`config.mk`:
```
export PLATFORM = sky130hd
export DESIGN_NAME = hamming_byte_tx
export DESIGN_NICKNAME = d
export VERILOG_FILES = /design/src/rtl/hamming_byte_tx.sv
export SDC_FILE = /design/constraint.sdc
export NUM_CORES = 1
export LEC_CHECK = 0
export ABC_AREA = 0
export BUFFER_PORTS_ARGS = -buffer_cell sky130_fd_sc_hd__buf_4
export CAP_MARGIN = 20
export CORE_ASPECT_RATIO = 1.75
export CORE_MARGIN = 1
export CORE_UTILIZATION = 41
export CTS_BUF_LIST = sky130_fd_sc_hd__clkbuf_2
export CTS_CLUSTER_DIAMETER = 40
export DETAILED_ROUTE_END_ITERATION = 10
export GPL_TIMING_DRIVEN = 0
export PLACE_DENSITY_LB_ADDON = 0.12
export SLEW_MARGIN = 5
export SYNTH_ARGS = -nofsm -noshare
export SYNTH_HDL_FRONTEND = slang
export SYNTH_SLANG_ARGS = --single-unit
```
`constraint.sdc`:
```
create_clock -name clk -period 2.9 [get_ports clk]
set_input_delay 0.58 -clock clk [delete_from_list [all_inputs] [get_ports clk]]
set_output_delay 0.58 -clock clk [all_outputs]
set_load 0.02 [all_outputs]
```
`src/rtl/hamming_byte_tx.sv`:
```
// hamming_byte_tx: framed serial transmitter sharing one (7,4) Hamming encoder across both nibbles of a byte

module hamming_code (
    input  logic [3:0] data,
    output logic [6:0] code
);
    assign code = {data[3], data[2], data[1], data[1] ^ data[2] ^ data[3],
                   data[0], data[0] ^ data[2] ^ data[3], data[0] ^ data[1] ^ data[3]};
endmodule

module hamming_byte_tx #(
    parameter int CLKS_PER_BIT = 4
) (
    input  logic       clk,
    input  logic       rst_n,
    input  logic [7:0] in_data,
    input  logic       in_valid,
    output logic       in_ready,
    output logic       tx_serial,
    output logic       tx_busy,
    output logic       frame_done
);
    localparam int BW = CLKS_PER_BIT > 1 ? $clog2(CLKS_PER_BIT) : 1;

    typedef enum logic [2:0] {IDLE, START, HI, LO, STOP} state_t;

    state_t        state, state_n;
    logic [BW-1:0] baud, baud_n;
    logic [2:0]    bitc, bitc_n;
    logic [6:0]    sh, sh_n, code;
    logic [7:0]    cap, cap_n;
    logic          tx_n, done_n, last;

    hamming_code u_enc (
        .data(state == START ? cap[7:4] : cap[3:0]),
        .code(code)
    );

    assign last = baud == BW'(CLKS_PER_BIT - 1);

    // next-state, counters, shift register and registered-output precompute
    always_comb begin
        state_n = state;
        baud_n  = last ? '0 : baud + 1'b1;
        bitc_n  = bitc;
        sh_n    = sh;
        cap_n   = cap;
        done_n  = 1'b0;
        case (state)
            IDLE: begin
                baud_n = '0;
                if (in_valid && in_ready) begin
                    state_n = START;
                    cap_n   = in_data;
                end
            end
            START: if (last) begin
                state_n = HI;
                sh_n    = code;
                bitc_n  = 3'd6;
            end
            HI: if (last) begin
                if (bitc == 3'd0) begin
                    state_n = LO;
                    sh_n    = code;
                    bitc_n  = 3'd6;
                end else begin
                    sh_n   = sh << 1;
                    bitc_n = bitc - 3'd1;
                end
            end
            LO: if (last) begin
                if (bitc == 3'd0) begin
                    state_n = STOP;
                end else begin
                    sh_n   = sh << 1;
                    bitc_n = bitc - 3'd1;
                end
            end
            STOP: if (last) begin
                state_n = IDLE;
                done_n  = 1'b1;
            end
            default: state_n = IDLE;
        endcase
        tx_n = state_n == START ? 1'b0 : (state_n == HI || state_n == LO) ? sh_n[6] : 1'b1;
    end

    // state and registered outputs; line returns high the instant reset asserts
    always_ff @(posedge clk or negedge rst_n) begin
        if (!rst_n) begin
            state      <= IDLE;
            baud       <= '0;
            bitc       <= '0;
            sh         <= '0;
            cap        <= '0;
            tx_serial  <= 1'b1;
            tx_busy    <= 1'b0;
            frame_done <= 1'b0;
            in_ready   <= 1'b0;
        end else begin
            state      <= state_n;
            baud       <= baud_n;
            bitc       <= bitc_n;
            sh         <= sh_n;
            cap        <= cap_n;
            tx_serial  <= tx_n;
            tx_busy    <= state_n != IDLE;
            frame_done <= done_n;
            in_ready   <= state_n == IDLE;
        end
    end
endmodule
```
==> results.json, run 1 <==
{
  "num-nets-final": 154,
  "drt_iter0_drc": 14,
  "seqPwrFrac_pct": 41.6,
  "die_height_um": 79.7,
  "intPower_mw": 0.960,
  "critPathKind": "reg2reg",
  "globalRoute.busiestLayer": "met2",
  "dp_hpwl_um": 1950,
  "final-seq-area_um2": 677,
  "floorplan.die_area_mm2": 0.00370,
  "grt_start_max_net_pins": 28,
  "clk_pin_slew_ps": 250,
  "syn_area_per_cell_um2": 11.7,
  "synth_fa_ha_area_share_pct": 2.65,
  "number_of_buffers_inserted_during_clock_tree_synthesis": 3,
  "fraction_of_the_yosys_area_taken_by_sequential_cells_pct": 47.9,
  "drt-pass1-iter-count": 4,
  "clock_group_share_of_total_power_pct": 8.9,
  "main_combinational_cell_family_by_area_after_synthesis": "simple AND/OR/NAND/NOR gates",
  "synthMostInstantiatedCell": "dfrtp_1",
  "layout_min_cycle_time_ps": 1950,
  "multi_input_comb_area_um2": 663,
  "die_w_um": 46.4,
  "first_pass_grt_wire_length_um": 4240,
  "worstPathArrival_ps": 2250,
  "setup_repair_after_global_routing_missed_its_margin": "no",
  "synth_cells": 121,
  "grtUsageTotal_pct": 15.7,
  "synthesis.yosys.warnings": 0,
  "yosys-top-cells-count": "26 x dfrtp_1, 8 x mux2_1, 7 x mux2i_1, 7 x xnor2_1",
  "cpMaxStageDelayCell": "a222oi_1",
  "synth-async-reset-ratio_pct": 100,
  "synth_cell_types": 41,
  "cts_tree": "built",
  "start_util_pct": 44.1,
  "cts.htree.levels": 1,
  "route.final.wire_length_um": 2500,
  "p_leak_nw": 0.712,
  "route.detailed.vias_per_inst": 5.21,
  "timing.critical_path.required_ps": 3210,
  "rows": 27,
  "dpl_cell_area_mm2": 0.00157,
  "syn2layout_area_growth_pct": 12.7,
  "synthesis_stage_register_bit_count": 27,
  "synth_area_mm2": 0.00141,
  "antenna_found_initial": 0,
  "result_of_the_run": "complete, no violations",
  "root_buffer": "clkbuf_2",
  "cp_num_buf_inv": 2,
  "max_clock_freq_mhz": 514,
  "synth_xor_area_share_pct": 5.58,
  "postCtsSetupBuffers": 0,
  "grt-ovfl-total": 0,
  "synth_fp_nets": 135,
  "tightest_slew_ps": 470,
  "final_hold_viol_count": 0,
  "design.portCount": 15,
  "crit_path_start_kind": "flop",
  "netSwitchingFraction_pct": 38.8,
  "post_cts_resized": 0,
  "maxSlewViolCount": 0,
  "clock_tree_skew_after_final_layout_ps": 12.0,
  "wire_per_inst_um": 13.7,
  "crit_fanout": 9,
  "max_cap_violations": 0,
  "synth_edf_count": 0,
  "relSlewSlack_pct": 68.4,
  "grt_util_met2_pct": 27.5,
  "grt_use_met1_pct": 18.1,
  "synth_compound_gate_area_share_pct": 12.2,
  "max-vdd-ir-drop_mv": 0.499,
  "rd_place_congestion": 0.819,
  "core-area_mm2": 0.00321,
  "globalRouteMet3Util_pct": 1.36,
  "number_of_nets_still_failing_antenna_checks_after_routing": 0,
  "power-per-cell-area_mw_per_mm2": 984,
  "cts.sinks": 27,
  "cts-hold-fix-buffers": 0,
  "io_buffers": 14,
  "post-synth-top-area-fraction_pct": 46.0,
  "finalSetupViolCount": 0,
  "worstPathCellList": "inv_1 > ha_1 > and3b_4 > a211o_1 > buf_6 > a222oi_1 > mux2i_1",
  "detailroute.via_count": 948,
  "cts.path.max_buffers": 2,
  "num_antenna_cells": 0,
  "finalCritPeriodShare_pct": 67.1,
  "synth.largest_area_cell": "dfrtp_1",
  "worst_path_dominant_cell_family": "compound AO/OA/AOI/OAI gates",
  "timing.critical_path.to_type": "flop",
  "switching_power_mw": 0.608,
  "post_route_cells_drive_above_1_share_pct": 25.2,
  "yosys-top-cells-area": "dfrtp_1 46%, mux2_1 6.4%, mux2i_1 5.0%",
  "slowest_delay_ps": 410,
  "first_global_vias": 968,
  "dominantRegCellSynth": "dfrtp_1",
  "drt_drc_violations_left": 0,
  "power.combinational.fraction_pct": 49.5,
  "n_fill_cell": 314,
  "hold_class": "in2async",
  "synth_simple_gate_area_share_pct": 13.3,
  "muxShareOfSynthArea_pct": 13.2,
  "insertion_delay_ps": 350,
  "tns_ps": 0,
  "stdcell_area_mm2": 0.00159,
  "fin_hold_ws_ps": 88.5
}
-- through the flow --
stage	total power, mW	setup slack [ps]	utilization [%]	instances
after floorplan	1.26	1110	-	121
after global placement	1.43	959	49.0	178
after detailed placement	1.45	947	49.0	178
after CTS	1.60	918	49.6	182
after global routing	1.70	837	49.6	182
final	1.57	955	49.6	182
-- path summary, 6_finish.rpt --
check,start,endpoint,slack (ps),depth (start not counted)
setup / recovery,bitc[0],tx_serial,950,7
hold / removal,rst_n,state[2],90,1
setup reg to reg,bitc[0],tx_serial,950,7
hold reg to reg,baud[0],baud[0],460,1
max in group asynchronous,rst_n,tx_serial,2520,1
min in group clk,in_data[5],cap[5],420,2
-- worst register-to-register path, stage by stage, from the launching register on --
cell and delay [ps]:
dfrtp_1 400, inv_1 70, ha_1 250, and3b_4 210, a211o_1 300, buf_6 140, a222oi_1 410, mux2i_1 130
-- flip-flops by register name, summed over array words and instances (netlist names) --
signal,cells
cap,8
sh,7
bitc,3
state,3
baud,2
frame_done,1
in_ready,1
tx_busy,1
tx_serial,1
-- routing by layer --
metal / up-vias / share of wire [%]
met4: 0 / 1.6
met3: 4 / 1.9
li1: 465 / -
met5: - / 0
met1: 466 / 39
met2: 13 / 57
-- cell usage in the layout, fill, tap and decap left out, drive strengths merged, types with 4 or more instances in the layout --
master   n
mux2    10
a21oi    4
dfrtp   26
inv      4
buf     21
o21ai    6
a22oi    5
xnor2    7
mux2i    7
nor2b    4
nand2    5
nor2     6
-- layout make-up --
cell class,count,area share (%)
timing repair buffer,14,6.60
buffer,7,3.69
tap,43,3.38
clock inverter,1,0.314
clock buffer,3,0.943
inverter,4,0.943
multi-input combinational,83,41.6
sequential,27,42.5
-- cells by family after synthesis --
logic type	count (synthesis)
buf+inv	11
fa+ha+maj	3
compound gates	25
mux	17
simple gates	29
xor+xnor	9
flops	27
-- power by group through the flow --
stage / combinational [mW] / sequential [mW] / clock (mW)
final: 0.776 / 0.653 / 0.139
after global routing: 0.864 / 0.678 / 0.163
after CTS: 0.791 / 0.655 / 0.150
after detailed placement: 0.788 / 0.665 / 0
after global placement: 0.771 / 0.659 / 0
after floorplan: 0.620 / 0.645 / 0
Power figures use the tool's default switching activity.
==> inputs of run 2 (changes only) <==
- clock period: 2.9 -> 1.6 ns (I/O delays scaled with it)
==> run 2 against run 1 <==
  * The flow now finishes with violations (negative setup slack)
  * Sequential power increased by 85%
  * Final cell count grew 7.7%
  * Maximum frequency grew 19%
  * Flip-flop and latch count unchanged
  * Routed wire length up 10%
  * Count of clock-buffer cells in the layout stayed put
  * Critical endpoint unchanged
  * Largest cell class is now multi-input gates
==> results.json, run 2 (synthesis results as in run 1) <==
{
  "num-nets-final": 168,
  "dpl_cell_area_mm2": 0.00159,
  "final_hold_viol_count": 0,
  "first_pass_grt_wire_length_um": 4270,
  "cts_tree": "built",
  "post_route_cells_drive_above_1_share_pct": 40.5,
  "core-area_mm2": 0.00321,
  "dp_hpwl_um": 1850,
  "num_antenna_cells": 0,
  "route.detailed.vias_per_inst": 5.19,
  "cts.path.max_buffers": 2,
  "n_fill_cell": 293,
  "crit_fanout": 5,
  "drt_iter0_drc": 19,
  "power-per-cell-area_mw_per_mm2": 1820,
  "layout_common_cells": "29 x buf_4, 25 x dfrtp_1, 8 x mux2_1",
  "drt_drc_violations_left": 0,
  "route.final.wire_length_um": 2760,
  "clk_pin_slew_ps": 260,
  "reg2regPathDepth": 5,
  "die_w_um": 46.4,
  "hold_class": "in2reg",
  "rd_place_congestion": 0.800,
  "critPathKind": "reg2reg",
  "io_buffers": 14,
  "tightest_slew_ps": 402,
  "insertion_delay_ps": 360,
  "finalCritPeriodShare_pct": 102,
  "crit_path_start_kind": "flop",
  "start_util_pct": 44.1,
  "max_cap_violations": 0,
  "r2r-start": "state[1]",
  "timing.critical_path.required_ps": 1920,
  "critical_path.reg2reg.endpoint": "tx_serial",
  "cts.sinks": 27,
  "most_common_library_cell_in_the_layout_ignoring_fill_and_taps": "buf_4",
  "finalSetupViolCount": 2,
  "max-vdd-ir-drop_mv": 0.945,
  "worst_slack_ps": -35.9,
  "first_global_vias": 1029,
  "antenna_found_initial": 0,
  "grt-ovfl-total": 0,
  "max_clock_freq_mhz": 611,
  "grtUsageTotal_pct": 15.8,
  "grt_start_max_net_pins": 28,
  "largest_register_ff_count": 8,
  "rows": 27,
  "r2r_slack_ps": -40,
  "maxSlewViolCount": 0,
  "layout_min_cycle_time_ps": 1640,
  "design.portCount": 15,
  "stdcell_area_mm2": 0.00180,
  "whs_endpoint": "cap[5]",
  "die_height_um": 79.7,
  "worstHoldStart": "in_data[5]",
  "clock_tree_skew_after_final_layout_ps": 22.9,
  "relSlewSlack_pct": 73.2,
  "result_of_the_run": "complete, but fails checks",
  "setup_repair_after_global_routing_missed_its_margin": "yes",
  "floorplan.die_area_mm2": 0.00370,
  "p_leak_nw": 0.788,
  "top_regs": "cap x8, sh x7",
  "cts.htree.levels": 1,
  "timing.critical_path.to_type": "flop",
  "drt-pass1-iter-count": 4,
  "failed_checks": "negative setup slack",
  "register_containing_the_most_flip_flops_in_the_final_layout": "cap",
  "tns_ps": -59.8,
  "number_of_nets_still_failing_antenna_checks_after_routing": 0,
  "detailroute.via_count": 1018,
  "worstPathArrival_ps": 1960,
  "syn2layout_area_growth_pct": 27.1,
  "number_of_buffers_inserted_during_clock_tree_synthesis": 3,
  "wire_per_inst_um": 14.1,
  "root_buffer": "clkbuf_2",
  "worst_hold_path.num_cells": 2
}
## run 2: cell count changes in the layout (fill, tap and decap cells not counted), sizes merged
cell         before  now
dlygate4sd3       0    1
buf              21   34
## run 2: area by class of cell
class                      count  area (um2)  area share [%]
clock inverter                 1        5.00           0.279
tap                           43        53.8            2.99
clock buffer                   3        15.0           0.836
inverter                       4        15.0           0.836
multi-input combinational     83         746            41.5
sequential                    27         678            37.7
timing repair buffer          29         220            12.3
buffer                         6        63.8            3.55
## run 2: through the flow
| stage | setup WS, ps | std cells | utilization [%] | hold slack (ps) | power [mW] |
|---|---|---|---|---|---|
| after global placement | -203 | 178 | 49.4 | 252 | 2.62 |
| after detailed placement | -200 | 178 | 49.4 | 254 | 2.65 |
| after CTS | -182 | 188 | 52.8 | 136 | 3.06 |
| final | -35.9 | 196 | 56.0 | 140 | 3.27 |
| after global routing | -98.7 | 196 | 56.0 | 94.4 | 3.51 |
| after floorplan | -60.6 | 121 | - | 24.4 | 2.32 |
## run 2: power breakdown
group | internal [mW] | switching [mW]
clock | 0.0566 | 0.202
combinational | 0.979 | 0.821
sequential | 0.964 | 0.244
total | 2.00 | 1.27
## run 2: worst max-delay path, cell delays in order, from the launching register on
cell and delay [ps]:
dfrtp_2 530, nor3b_4 210, buf_6 120, mux2_4 280, a222oi_1 320, mux2i_1 130
## run 2: worst max-delay path by stage
| stage | to | slack, ps | depth (start not counted) | start |
|---|---|---|---|---|
| final | tx_serial | -40 | 5 | state[1] |
| after global routing | tx_serial | -100 | 5 | state[1] |
| after CTS | tx_serial | -180 | 7 | bitc[0] |
| after detailed placement | tx_serial | -200 | 7 | bitc[1] |
| after global placement | cap[2] | -200 | 5 | state[0] |
| after floorplan | tx_serial | -60 | 7 | bitc[0] |
## run 2: layer usage
metal / GRT usage (%) / wire, um / vias to the layer above
met4: 7.65 / 93 / 0
met5: 0 / 0 / -
met2: 28.9 / 1540 / 18
met1: 16.4 / 1070 / 498
met3: 1.58 / 57 / 9
li1: - / - / 493
## run 2: what timing repair did
item / 4_1_cts / 5_1_grt
resized for setup: 11 / 10
setup endpoints to repair: 11 / 18
hold buffers: 1 / 0
pin swaps: 4 / 6
buffers inserted: 5 / 9
hold endpoints to repair: 26 / 0
